<file path="src/rtl/imem_loader_pkg.sv">
// Shared types and constants for the instruction-memory loader.
// Holds the FSM state encoding, default sizing and the address width.
package imem_loader_pkg;

   typedef enum logic [1:0] {
      ST_IDLE  = 2'd0,
      ST_LOAD  = 2'd1,
      ST_START = 2'd2,
      ST_RUN   = 2'd3
   } state_t;

   localparam int unsigned DEF_MAX_WORDS   = 1024;
   localparam int unsigned DEF_START_WIDTH = 1;
   localparam int unsigned ADDR_W          = 16;

   // One extra bit so the pointer can reach MAX_WORDS
   // itself (65536 words) and flag a full memory.
   localparam int unsigned CNT_W = ADDR_W + 1;

endpackage

</file>
<file path="src/rtl/imem_wr_counter.sv">
// Write pointer / word counter for the loader.
// Ports: clk, rst (async, active-low), i_clr, i_inc -> o_cnt, o_full.
module imem_wr_counter
   import imem_loader_pkg::*;
#(
   parameter int unsigned MAX_WORDS = DEF_MAX_WORDS
) (
   input  logic             clk,
   input  logic             rst,
   input  logic             i_clr,
   input  logic             i_inc,
   output logic [CNT_W-1:0] o_cnt,
   output logic             o_full
);

   logic [CNT_W-1:0] r_cnt;
   logic             w_full;

   assign w_full = (r_cnt == CNT_W'(MAX_WORDS));

   // Saturates at MAX_WORDS so the address never wraps.
   always_ff @(posedge clk or negedge rst) begin
      if (!rst) begin
         r_cnt <= '0;
      end else if (i_clr) begin
         r_cnt <= '0;
      end else if (i_inc && !w_full) begin
         r_cnt <= r_cnt + 1'b1;
      end
   end

   assign o_cnt  = r_cnt;
   assign o_full = w_full;

endmodule

</file>
<file path="src/rtl/imem_loader.sv">
// Streams host words into the CPU instruction memory, then pulses start.
// Ports: host side (load_req, host_*), imem write (InstrIn, MEM_Addr,
// I_MEM_Write_Enable), status (start, busy, word_count, overflow).
module imem_loader
   import imem_loader_pkg::*;
#(
   parameter int unsigned MAX_WORDS   = DEF_MAX_WORDS,
   parameter int unsigned START_WIDTH = DEF_START_WIDTH
) (
   input  logic        clk,
   input  logic        rst,
   input  logic        load_req,
   input  logic        host_valid,
   input  logic [31:0] host_data,
   input  logic        host_last,
   output logic        host_ready,
   output logic [31:0] InstrIn,
   output logic        I_MEM_Write_Enable,
   output logic [15:0] MEM_Addr,
   output logic        start,
   output logic        busy,
   output logic [15:0] word_count,
   output logic        overflow
);

   state_t r_state;
   state_t w_next;

   logic [CNT_W-1:0] w_ptr;
   logic             w_full;
   logic             w_hs;
   logic             w_go;
   logic             w_last_word;
   logic             w_start_done;

   logic [3:0]  r_scnt;
   logic        r_we;
   logic        r_start;
   logic        r_ovf;
   logic [31:0] r_instr;
   logic [15:0] r_addr;

   imem_wr_counter #(
      .MAX_WORDS(MAX_WORDS)
   ) u_cnt (
      .clk   (clk),
      .rst   (rst),
      .i_clr (w_go),
      .i_inc (w_hs),
      .o_cnt (w_ptr),
      .o_full(w_full)
   );

   // Ready depends only on registered state, never on host_valid.
   assign host_ready   = (r_state == ST_LOAD) && !w_full;
   assign busy         = (r_state == ST_LOAD) ||
                         (r_state == ST_START);
   assign w_hs         = host_valid && host_ready;
   assign w_last_word  = (w_ptr == CNT_W'(MAX_WORDS - 1));
   assign w_start_done = (r_scnt == 4'(START_WIDTH - 1));

   always_comb begin
      w_next = r_state;
      w_go   = 1'b0;
      unique case (r_state)
         ST_IDLE, ST_RUN: begin
            if (load_req) begin
               w_next = ST_LOAD;
               w_go   = 1'b1;
            end
         end
         ST_LOAD: begin
            // Full memory ends the load even without host_last.
            if (w_hs && (host_last || w_last_word)) begin
               w_next = ST_START;
            end
         end
         ST_START: begin
            if (w_start_done) begin
               w_next = ST_RUN;
            end
         end
         default: w_next = ST_IDLE;
      endcase
   end

   always_ff @(posedge clk or negedge rst) begin
      if (!rst) begin
         r_state <= ST_IDLE;
      end else begin
         r_state <= w_next;
      end
   end

   always_ff @(posedge clk or negedge rst) begin
      if (!rst) begin
         r_we    <= 1'b0;
         r_start <= 1'b0;
         r_ovf   <= 1'b0;
         r_scnt  <= '0;
         r_instr <= '0;
         r_addr  <= '0;
      end else begin
         r_we <= w_hs;
         if (w_hs) begin
            r_instr <= host_data;
            r_addr  <= w_ptr[ADDR_W-1:0];
         end
         // Registered copy of next state: high exactly while in START.
         r_start <= (w_next == ST_START);
         if (r_state == ST_START && !w_start_done) begin
            r_scnt <= r_scnt + 4'd1;
         end else begin
            r_scnt <= '0;
         end
         if (w_go) begin
            r_ovf <= 1'b0;
         end else if (host_valid && w_full && busy) begin
            r_ovf <= 1'b1;
         end
      end
   end

   assign InstrIn            = r_instr;
   assign MEM_Addr           = r_addr;
   assign I_MEM_Write_Enable = r_we;
   assign start              = r_start;
   assign word_count         = w_ptr[ADDR_W-1:0];
   assign overflow           = r_ovf;

endmodule

</file>
<file path="config.mk">
export PLATFORM = sky130hd
export DESIGN_NAME = imem_loader
export DESIGN_NICKNAME = d
export VERILOG_FILES = /design/src/rtl/imem_loader_pkg.sv /design/src/rtl/imem_wr_counter.sv /design/src/rtl/imem_loader.sv
export SDC_FILE = /design/constraint.sdc
export NUM_CORES = 1
export LEC_CHECK = 0
export ABC_AREA = 1
export ABC_CLOCK_PERIOD_IN_PS = 2850
export BUFFER_PORTS_ARGS = -buffer_cell sky130_fd_sc_hd__buf_2
export CAP_MARGIN = 20
export CORE_ASPECT_RATIO = 1.25
export CORE_MARGIN = 2
export CORE_UTILIZATION = 30
export DETAILED_ROUTE_END_ITERATION = 16
export HOLD_SLACK_MARGIN = 0.1
export SLEW_MARGIN = 20
export SYNTH_ARGS = -nofsm -noshare
export SYNTH_HDL_FRONTEND = slang
export SYNTH_HIERARCHICAL = 1
export SYNTH_SLANG_ARGS = --single-unit
</file>
<file path="constraint.sdc">
create_clock -name clk -period 2.85 [get_ports clk]
set_input_delay 0.4275 -clock clk [delete_from_list [all_inputs] [get_ports clk]]
set_output_delay 0.4275 -clock clk [all_outputs]
set_load 0.01 [all_outputs]
</file>
* Word level (Yosys, flattened, before mapping) *
Index checks and enable logic that the tools add are counted.

storage, ports and cells
  memories = 0
  word-level logic and storage cells = 43
  bits in read-only memories = 0
  output and inout port bits = 69
  latch bits = 0
  bits in registers = 74
  memory bits (writable) = 0
  input port bits = 37

cells by class
  div/mod/pow operators = 0
  multiplexer cells = 11
  multiply operators = 0
  reduce and logical (&&, ||, !) cells = 16
  bitwise gates (word level) = 0
  eq/ne operators = 6
  $lt $le $gt $ge = 0
  $add $sub $neg = 2
  shift operators = 0

operator list
  kind                   number
  $mux 17                2
  $add 17x1->17 const B  1
  $eq 17x10->1 const B   1
  $eq 17x11->1 const B   1
  $logic_and 1x1->1      7
  $eq 2x2->1 const B     3
  $mux 2                 3
  $pmux 2 s3             1
  $add 4x1->4 const B    1
  $logic_not 4->1        1
  $mux 1                 4
  $mux 4                 1
  $reduce_bool 2->1      2
  $eq 2x1->1 const B     1
  $logic_not 1->1        2
  $logic_not 2->1        1
  $logic_or 1x1->1       2
  $reduce_or 2->1        1

* Logic depth before layout (Yosys ltp) *
Gate-level depths: netlist of the first run.

  depth after elaboration = 8
  gate-level depth with buffers = 18
  gate-level depth less buffers = 17

* Modules after synthesis *
The synthesis of the first run kept the hierarchy.

modules (own cells, without submodules)
  module           cells each  instances  seq. area each (µm²)  area an instance (µm²)
  imem_loader      280         1          1426.4                2354.8
  imem_wr_counter  177         1          425.4                 1201.2

* Least setup slack after synthesis of the first run *
No wires, ideal clock.

  path kind = register to register
  start point = register u_cnt.r_cnt[0], in the netlist u_cnt/o_cnt[0]
  end point = register u_cnt.r_cnt[0], in the netlist u_cnt/o_cnt[0]
  required time = 2.776 ns
  setup slack = 0.704 ns
  setup time = 0.074 ns
  period minus slack after synthesis = 2.146 ns
  arrival = 2.072 ns
  buffers on the path = 1
  cell stages (with the launch flop) = 17
  cell sequence = dfrtp_1 -> inv_1 -> ha_1 -> inv_1 -> nor2_1 -> nand2_1 -> nor2_2 -> nand2_2 -> inv_1 -> nor2_4 -> nand2_2 -> inv_2 -> buf_2 -> inv_1 -> a21oi_2 -> nand3_1 -> o21ai_2

on the way
  word-level cells in the longest chain between the ends = 6
  elaborated cells between the ends (all ways) = 9
  those cells by class = add/sub: 1; eq/ne: 1; mux: 2; reduce/logical: 5

ends and longest elaborated chain
  item                         line                   text
  start, declared              imem_wr_counter.sv:16  logic [CNT_W-1:0] r_cnt;
  start signal, assigned       imem_wr_counter.sv:28  r_cnt <= r_cnt + 1'b1;
  $eq 17x11->1                 imem_wr_counter.sv:19  assign w_full = (r_cnt == CNT_W'(MAX_WORDS));
  via w_full                   imem_loader.sv:30      logic w_full;
  $logic_not 1->1              imem_loader.sv:55      assign host_ready = (r_state == ST_LOAD) && !w_full;
  $logic_and 1x1->1            imem_loader.sv:55
  via host_ready               imem_loader.sv:16      output logic host_ready,
  $logic_and 1x1->1            imem_loader.sv:58      assign w_hs = host_valid && host_ready;
  via w_hs                     imem_loader.sv:31      logic w_hs;
  $logic_and 1x1->1            imem_wr_counter.sv:27  end else if (i_inc && !w_full) begin
  $reduce_bool 2->1 (no line)  --

The timed path passes the listed nets, and every way through them passes these cells. The select of a mux whose other input is x is not followed.
A chain may end at the register's enable or synchronous reset.

* Worst setup path after layout of the first run *
  start point = register u_cnt.r_cnt[0], in the netlist u_cnt/o_cnt[0]
  end point = register u_cnt.r_cnt[1], in the netlist u_cnt/o_cnt[1]

on the way
  word-level cells in the longest chain between the ends = 6
  elaborated cells between the ends (all ways) = 9
  those cells by class = add/sub: 1; eq/ne: 1; mux: 2; reduce/logical: 5

ends and longest elaborated chain
  item                           line
  $eq 17x11->1 *                 imem_wr_counter.sv:19
  via w_full                     imem_loader.sv:30
  $logic_not 1->1 *              imem_wr_counter.sv:27, imem_loader.sv:55
  $logic_and 1x1->1              imem_loader.sv:55
  $logic_and 1x1->1              imem_loader.sv:58
  $logic_and 1x1->1 *            imem_wr_counter.sv:27
  $reduce_bool 2->1 (no line) *  --

The timed path passes the listed nets; every way through them passes the cells marked *. The select of a mux whose other input is x is not followed.

==> results.cfg, run 1 <==
[timing]
clock.fmax_mhz = 427.3
fin_skew_ps = 4.962
finalMaxSlewViolations = 0
rsz0062_at_grt = false
fin_crit_ps = 2340
finalWorstSetupSlack_ps = 509.5
hold_viol_final = 0
fin_setup_tns_ps = 0
worst_pin_slew_ps = 937.3
slew_headroom = 0.3752
report.final.setup_viol = 0
min_period_over_period = 0.8212

[floorplan]
boundaryPins = 106
die_height_um = 125.7
fp.dieW_um = 101.4
coreArea_um2 = 11620
start_util = 0.3061
fp-row-count = 44
die-area_um2 = 12740

[placed_design]
gp_congestion = 0.8258
place_area_um2 = 4213
dp_slack_ps = 519.4
hpwl_um = 6473
io_buffer_count = 105
dp_cells = 712

[detailed_routing]
first_pass_iters = 6
wl_per_cell_um = 12.64
vias = 3164
drtAntennaViolNets = 0
drt_wl_total_um = 9199
drc_errors = 0
via_per_inst = 4.346
drtIter0Drc = 130

[power_and_ir_drop]
power_frac_comb = 0.352
pwr_density_cell_nw_per_um2 = 860.6
switchingPower_mw = 1.478
vdd_drop_max_mv = 0.2438
p_sw_frac = 0.3835
seqPwrFrac = 0.386
p_leak_nw = 2.583
clock_power_share = 0.262
p_int_mw = 2.375

[clock_tree]
cts_root_buf = clkbuf_16
post_cts_buffers = 0
cts_inserted_buffers = 9
cts_tree = built
clkSlewWorstSetupHoldPaths_ps = 60
cts_sinks = 74
ctsHoldBuffers = 0
ctsResizeCount = 0
insertion_delay_ps = 330
htree_num_levels = 3
clock_path_buffers = 2

[global_route]
grt_pass1_wl_um = 14980
antenna_found_initial = 0
grt_max_degree = 75
gr-usage-all-layers = 0.1498
grt_pass1_vias = 3073
grt-ovfl-total = 0

[synth]
async_reset_ff_frac = 1.000
ys.warnings.count = 6
synth-seq-cells = 74
ys.flop_type = dfrtp_1
yosysMostFrequentCell = nand2_1
yosysSeqAreaShare = 0.5208
synthTopCellsByCount = nand2_1 (239), dfrtp_1 (74), nor2_1 (37), inv_1 (32), nand3_1 (12)
post-synth-top-area-cell = dfrtp_1
synth_cell_types = 28
synth_area_leaders = dfrtp_1 (52%), nand2_1 (25%), nor2_1 (3.9%), inv_1 (3.4%), ha_1 (2.1%)
synth_top_area_share = 0.5208
synthesis.area_um2 = 3556
syn_area_per_cell_um2 = 7.781
synth_edf_count = 0
syn_inst = 457
syn-num-nets = 500

[critical_path]
crit_type = reg -> reg
worstRegToRegCells = 15
critPathCaptureType = flop
cpMostUsedCell = inv_1
cpPeakStageDelay_ps = 430
crit_buf_inv = 5
slowest_stage = dfrtp_1
critPathLaunchType = flop
cp.required_ps = 3110
worst-endpoint-arrival_ps = 2600
critPathMaxFanout = 14
cp_top_family = simple AND/OR/NAND/NOR gates
cp_num_cells = 15
cp_cell_sequence = inv_1, ha_1, inv_1, nor2_1, nand2_1, nor2_2, nand2_2, inv_1, nor2_4, nand2_2, inv_2, inv_1, a21oi_2, nand3_1, o21ai_2

[layout]
diodes = 0
fin_nets = 605
drive_gt1_frac = 0.2451
layout.area.seq_um2 = 1852
multi_input_area_um2 = 1476
final_area_um2 = 4477
final_cells = 728
nFillCells = 1236
syn_to_final_growth_pct = 25.90

[run_status]
outcome = finished clean

[job]
drv.max_cap_violation_count = 0

[hold_path]
worstHoldPathType = in -> async
## per-layer routing
| layer | routed length, um | global-route usage |
|---|---|---|
| met1 | 4065 | 0.1848 |
| met2 | 4589 | 0.2493 |
| met3 | 398 | 0.03885 |
| met4 | 146 | 0.05644 |
| met5 | 0 | 0 |
## final timing paths
check | startpoint | end | slack, ps
worst min register to register | InstrIn[23] | InstrIn[23] | 470
worst max-delay path | u_cnt/o_cnt[0] | u_cnt/o_cnt[1] | 510
min in group clk | host_data[25] | InstrIn[25] | 280
worst min-delay path | rst | InstrIn[5] | 240
worst max register to register | u_cnt/o_cnt[0] | u_cnt/o_cnt[1] | 510
max in group asynchronous | rst | u_cnt/o_cnt[9] | 2010
## layout by cell type (no fill, tap or decap)
master / instances
o21ai_0: 3
nand3b_1: 2
nand4_1: 6
ha_1: 6
buf_2: 104
o21ai_2: 3
nand2_4: 1
inv_6: 1
nand3_1: 12
nor2_4: 1
nand2_1: 239
a21oi_2: 2
inv_2: 1
nor2_1: 37
nor2_2: 4
a32o_1: 1
dfrtp_1: 74
clkinvlp_4: 1
xor2_1: 3
clkinv_2: 3
clkbuf_16: 9
xnor2_1: 4
clkbuf_1: 2
o21bai_1: 6
inv_1: 32
buf_4: 4
nand2_2: 4
clkinv_4: 1
nor3_1: 1
## cell families (layout without fill, tap and decap cells)
family | after synthesis | in the layout | share of synthesized area
simple gates | 307 | 307 | 0.3448
flops | 74 | 74 | 0.5208
buf+inv | 48 | 158 | 0.06404
compound gates | 15 | 15 | 0.03202
xor+xnor | 7 | 7 | 0.01724
fa+ha+maj | 6 | 6 | 0.02111
## registers in the layout, summed over array words and instances (netlist names)
signal              count
overflow                1
r_scnt                  4
r_state                 2
I_MEM_Write_Enable      1
MEM_Addr               16
u_cnt/o_cnt            17
InstrIn                32
start                   1
## power by group through the flow
stage / sequential, mW / clock (mW) / combinational, mW
floorplan: 1.62 / 0 / 0.787
global placement: 1.49 / 0 / 1.35
detailed placement: 1.51 / 0 / 1.38
CTS: 1.49 / 1.04 / 1.38
global route: 1.53 / 1.09 / 1.53
finish: 1.49 / 1.01 / 1.36
## layout make-up
class,instances,area share
Timing Repair Buffer,108,0.1230
Multi-Input combinational cell,335,0.3298
Clock inverter,5,0.006987
Inverter,34,0.02963
Clock buffer,11,0.05198
Sequential cell,74,0.4136
Tap cell,161,0.04500
## per-stage QoR
step           utilization  total power, mW  hold WS (ps)
2_1_floorplan            -            2.410         131.9
3_3_place_gp        0.3627            2.845         457.5
3_5_place_dp        0.3627            2.883         459.4
4_1_cts             0.3854            3.915         272.6
5_1_grt             0.3854            4.149         287.2
6_report            0.3854            3.853         243.0
## worst reg2reg max path, delay by kind of cell, from the launching register on
family,cells,cell delay [ps]
simple gates,7,600
buf+inv,5,540
compound gates,2,470
flops,1,430
fa+ha+maj,1,220
No activity file was read; power rests on OpenSTA's default activity.
==> run 2, diff against run 1 <==
--- a/config.mk
+++ b/config.mk
@@ -6,7 +6,7 @@
 export NUM_CORES = 1
 export LEC_CHECK = 0
 export ABC_AREA = 1
-export ABC_CLOCK_PERIOD_IN_PS = 2850
+export ABC_CLOCK_PERIOD_IN_PS = 2029
 export BUFFER_PORTS_ARGS = -buffer_cell sky130_fd_sc_hd__buf_2
 export CAP_MARGIN = 20
 export CORE_ASPECT_RATIO = 1.25
==> constraint.sdc (replaced) <==
create_clock -name clk -period 2.03 [get_ports clk]
set_input_delay 0.3045 -clock clk [delete_from_list [all_inputs] [get_ports clk]]
set_output_delay 0.3045 -clock clk [all_outputs]
set_load 0.01 [all_outputs]
==> results.cfg, run 2 (synthesized netlist as in run 1, its figures left out) <==
[layout]
final_cell_mix = nand2_1 (239), buf_2 (104), dfrtp_1 (72), nor2_1 (37), inv_1 (29)
final_area_um2 = 4773
fin_nets = 631
syn_to_final_growth_pct = 34.24
largest_reg_flops = 32
diodes = 0
final_common_cell = nand2_1
final_cells = 754
drive_gt1_frac = 0.2850

[critical_path]
cp.required_ps = 1730
critPathMaxFanout = 3
crit_type = reg -> out
critPathLaunchType = flop
critPathCaptureType = primary output
worst-endpoint-arrival_ps = 1610

[placed_design]
hpwl_um = 6765
io_buffer_count = 105
dp_cells = 731
gp_congestion = 0.8111
place_area_um2 = 4383

[floorplan]
die-area_um2 = 12740
boundaryPins = 106
fp.dieW_um = 101.4
fp-row-count = 44
start_util = 0.3061
coreArea_um2 = 11620
die_height_um = 125.7

[global_route]
antenna_found_initial = 0
grt_pass1_wl_um = 15020
gr-usage-all-layers = 0.1487
grt-ovfl-total = 0
grt_max_degree = 49
grt_pass1_vias = 3186

[clock_tree]
cts_sinks = 74
htree_num_levels = 3
insertion_delay_ps = 330
cts_tree = built
clkSlewWorstSetupHoldPaths_ps = 50
cts_root_buf = clkbuf_16
clock_path_buffers = 2
cts_inserted_buffers = 9

[hold_path]
worstHoldPathType = in -> reg

[run_status]
outcome = finished clean

[timing]
rsz0062_at_grt = false
hold_viol_final = 0
fin_skew_ps = 6.169
worst_pin_slew_ps = 512.7
finalMaxSlewViolations = 0
clock.fmax_mhz = 521.5
slew_headroom = 0.6546
fin_crit_ps = 1917
report.final.setup_viol = 0
min_period_over_period = 0.9446
fin_setup_tns_ps = 0

[detailed_routing]
first_pass_iters = 4
drtIter0Drc = 135
drc_errors = 0
drt_wl_total_um = 9247
drtAntennaViolNets = 0
wl_per_cell_um = 12.26
vias = 3246
via_per_inst = 4.305

[job]
drv.max_cap_violation_count = 0

[power_and_ir_drop]
p_leak_nw = 2.745
pwr_density_cell_nw_per_um2 = 1229
vdd_drop_max_mv = 0.4884
## run 2: path summary, 6_finish.rpt
path	start	to	slack, ps	cells after the start
setup / recovery	u_cnt/o_cnt[0]	host_ready	110	10
hold / removal	host_data[22]	InstrIn[22]	170	3
setup reg to reg	u_cnt/o_cnt[0]	u_cnt/o_cnt[7]	170	16
hold reg to reg	MEM_Addr[13]	MEM_Addr[13]	470	2
max in group asynchronous	rst	InstrIn[1]	1000	3
min in group asynchronous	rst	r_state[0]	470	2
## run 2: worst max-delay path: stages (launching register included)
cell,delay [ps]
dfrtp_2,410
inv_2,60
ha_1,140
inv_1,40
nor2_1,70
nand2_1,80
nor2_4,140
nand2_2,80
inv_2,90
nor2_4,40
buf_2,130
## run 2: power by group
part | internal, mW | leakage, nW | switching (mW)
clock network | 1.09 | 0.156 | 0.570
registers | 1.87 | 0.975 | 0.199
logic | 0.790 | 1.61 | 1.35
## run 2: stage by stage
step	setup slack, ps	hold slack (ps)	utilization	power, mW
global placement	114.3	287.6	0.3773	4.062
detailed placement	30.49	286.5	0.3773	4.124
global route	4.309	166.7	0.4109	6.299
finish	112.5	171.0	0.4109	5.868
floorplan	-2.014	8.909	-	3.412
CTS	17.77	158.2	0.4055	5.813
## run 2: timing repair
item	CTS	global route
endpoints found under the hold margin	32	0
setup buffers	0	4
gates resized for setup	0	6
endpoints found under the setup margin	0	68
hold buffers	1	0
## run 2: per-layer routing
metal	routed length [um]	part of all wire	GRT usage
met5	0	0	0
met3	418	0.045	0.03385
met1	4072	0.44	0.1799
met4	192	0.021	0.05882
met2	4564	0.49	0.2532
## run 2: cell type report
cell class,count,area [um^2]
inverter,34,137.6
tap,161,201.4
sequential,74,1854
clock inverter,1,30.03
timing repair inverter,1,6.256
fill,1200,6843
timing repair buffer,132,749.5
multi-input combinational,336,1506
clock buffer,15,287.8
==> run 3, diff against run 2 <==
--- a/config.mk
+++ b/config.mk
@@ -14,6 +14,7 @@
 export CORE_UTILIZATION = 30
 export DETAILED_ROUTE_END_ITERATION = 16
 export HOLD_SLACK_MARGIN = 0.1
+export PLACE_DENSITY = 0.59
 export SLEW_MARGIN = 20
 export SYNTH_ARGS = -nofsm -noshare
 export SYNTH_HDL_FRONTEND = slang
==> results.cfg, run 3 (synthesized netlist as in run 1, its figures left out) <==
[layout]
final_common_cell = nand2_1
largest_reg_flops = 32
fin_nets = 629
final_area_um2 = 4772
fin_util = 0.4108
final_cell_mix = nand2_1 (239), buf_2 (103), dfrtp_1 (72), nor2_1 (37), inv_1 (29)
syn_to_final_growth_pct = 34.20
nFillCells = 1154
final_cells = 752
drive_gt1_frac = 0.2860
diodes = 0

[floorplan]
boundaryPins = 106
coreArea_um2 = 11620
die-area_um2 = 12740
fp-row-count = 44
start_util = 0.3061
die_height_um = 125.7
fp.dieW_um = 101.4

[placed_design]
io_buffer_count = 105
place_area_um2 = 4385
dp_cells = 733
hpwl_um = 6522
gp_congestion = 0.8290
dp_slack_ps = 92.56

[timing]
hold_viol_final = 0
fin_skew_ps = 6.221
min_period_over_period = 0.9435
slew_headroom = 0.6167
finalMaxSlewViolations = 0
fin_crit_ps = 1915
finalWorstSetupSlack_ps = 114.7
worst_pin_slew_ps = 575.0
final.hold.worst_slack_ps = 163.2
fin_setup_tns_ps = 0
clock.fmax_mhz = 522.1
report.final.setup_viol = 0

[global_route]
antenna_found_initial = 0
globalRouteMet3Util = 0.03441
grt_pass1_wl_um = 14570
grt-ovfl-total = 0
grt_pass1_vias = 3066
grt_use_met2 = 0.2528
met1_usage = 0.1736
gr-usage-all-layers = 0.1459
grt_max_degree = 45
gr-max-usage-layer = met2

[hold_path]
min_path_cells = 3
worstHoldPathType = in -> reg
worstHoldStart = host_data[12]
holdPathEnd = InstrIn[12]

[detailed_routing]
via_per_inst = 4.259
drtAntennaViolNets = 0
first_pass_iters = 4
wl_per_cell_um = 12.12
drt_wl_total_um = 9112
vias = 3203
drc_errors = 0
drtIter0Drc = 106

[critical_path]
worstRegToRegCells = 15
critPathCaptureType = primary output
crit_type = reg -> out
r2r_setup_slack_ps = 130
r2r-end = u_cnt/o_cnt[9]
cp.required_ps = 1730
critPathLaunch = u_cnt/o_cnt[1]
r2r-start = u_cnt/o_cnt[0]
critPathLaunchType = flop
critPathMaxFanout = 2
worst-endpoint-arrival_ps = 1610

[power_and_ir_drop]
fin_total_pwr_mw = 5.899
pwr_density_cell_nw_per_um2 = 1236
vdd_drop_max_mv = 0.4764
p_leak_nw = 2.745

[clock_tree]
cts_root_buf = clkbuf_16
clkSlewWorstSetupHoldPaths_ps = 60
htree_num_levels = 3
insertion_delay_ps = 330
clock_path_buffers = 2
cts_inserted_buffers = 9
cts_tree = built
cts_sinks = 74

[job]
drv.max_cap_violation_count = 0

[run_status]
outcome = finished clean
==> run 3: changes by cell type in the layout (fill, tap and decap cells not counted), sizes merged <==
cell    delta
bufinv     +1
inv        -1
clkbuf     -3
clkinv     +2
a21oi      -1
==> run 3: worst max path at each step <==
stage	endpoint	cells past startpoint
4_1_cts	host_ready	10
6_report	host_ready	10
3_3_place_gp	MEM_Addr[8]	13
3_5_place_dp	InstrIn[25]	13
5_1_grt	u_cnt/o_cnt[9]	15
2_1_floorplan	u_cnt/o_cnt[15]	18
==> run 3: report_power, final <==
part	switching, mW	internal [mW]	total, mW
registers	0.201	1.87	2.07
logic	1.31	0.791	2.10
clock network	0.584	1.14	1.73
==> run 3: area by class of cell <==
cell class / instances / area, um^2 / area share
inverters: 34 / 137.6 / 0.02884
flip-flops and latches: 74 / 1854 / 0.3886
clock buffers: 12 / 256.5 / 0.05375
clock inverters: 4 / 73.82 / 0.01547
multi-input cells: 335 / 1501 / 0.3146
well taps: 161 / 201.4 / 0.04221
repair buffers: 132 / 747.0 / 0.1565
==> run 3: worst max-delay path, cell delays in order, from the launching register on <==
cell     delay (ps)
dfrtp_2         410
inv_2            80
ha_4            120
inv_1            30
nor2_1          100
nand2_1          90
nor2_4          130
nand2_2          70
inv_2            90
nor2_4           50
buf_6           110
==> run 3: metal layers <==
metal | up-vias | wire length [um]
li1 | 1644 | -
met1 | 1458 | 4000
met2 | 92 | 4545
met3 | 9 | 450
met4 | 0 | 116
met5 | - | 0
==> run 3: repair_timing <==
action	4_1_cts	5_1_grt
hold endpoints to repair	42	0
pin swaps	0	2
hold buffers	1	0
resized for setup	1	8
setup endpoints to repair	1	59
setup buffers	0	2
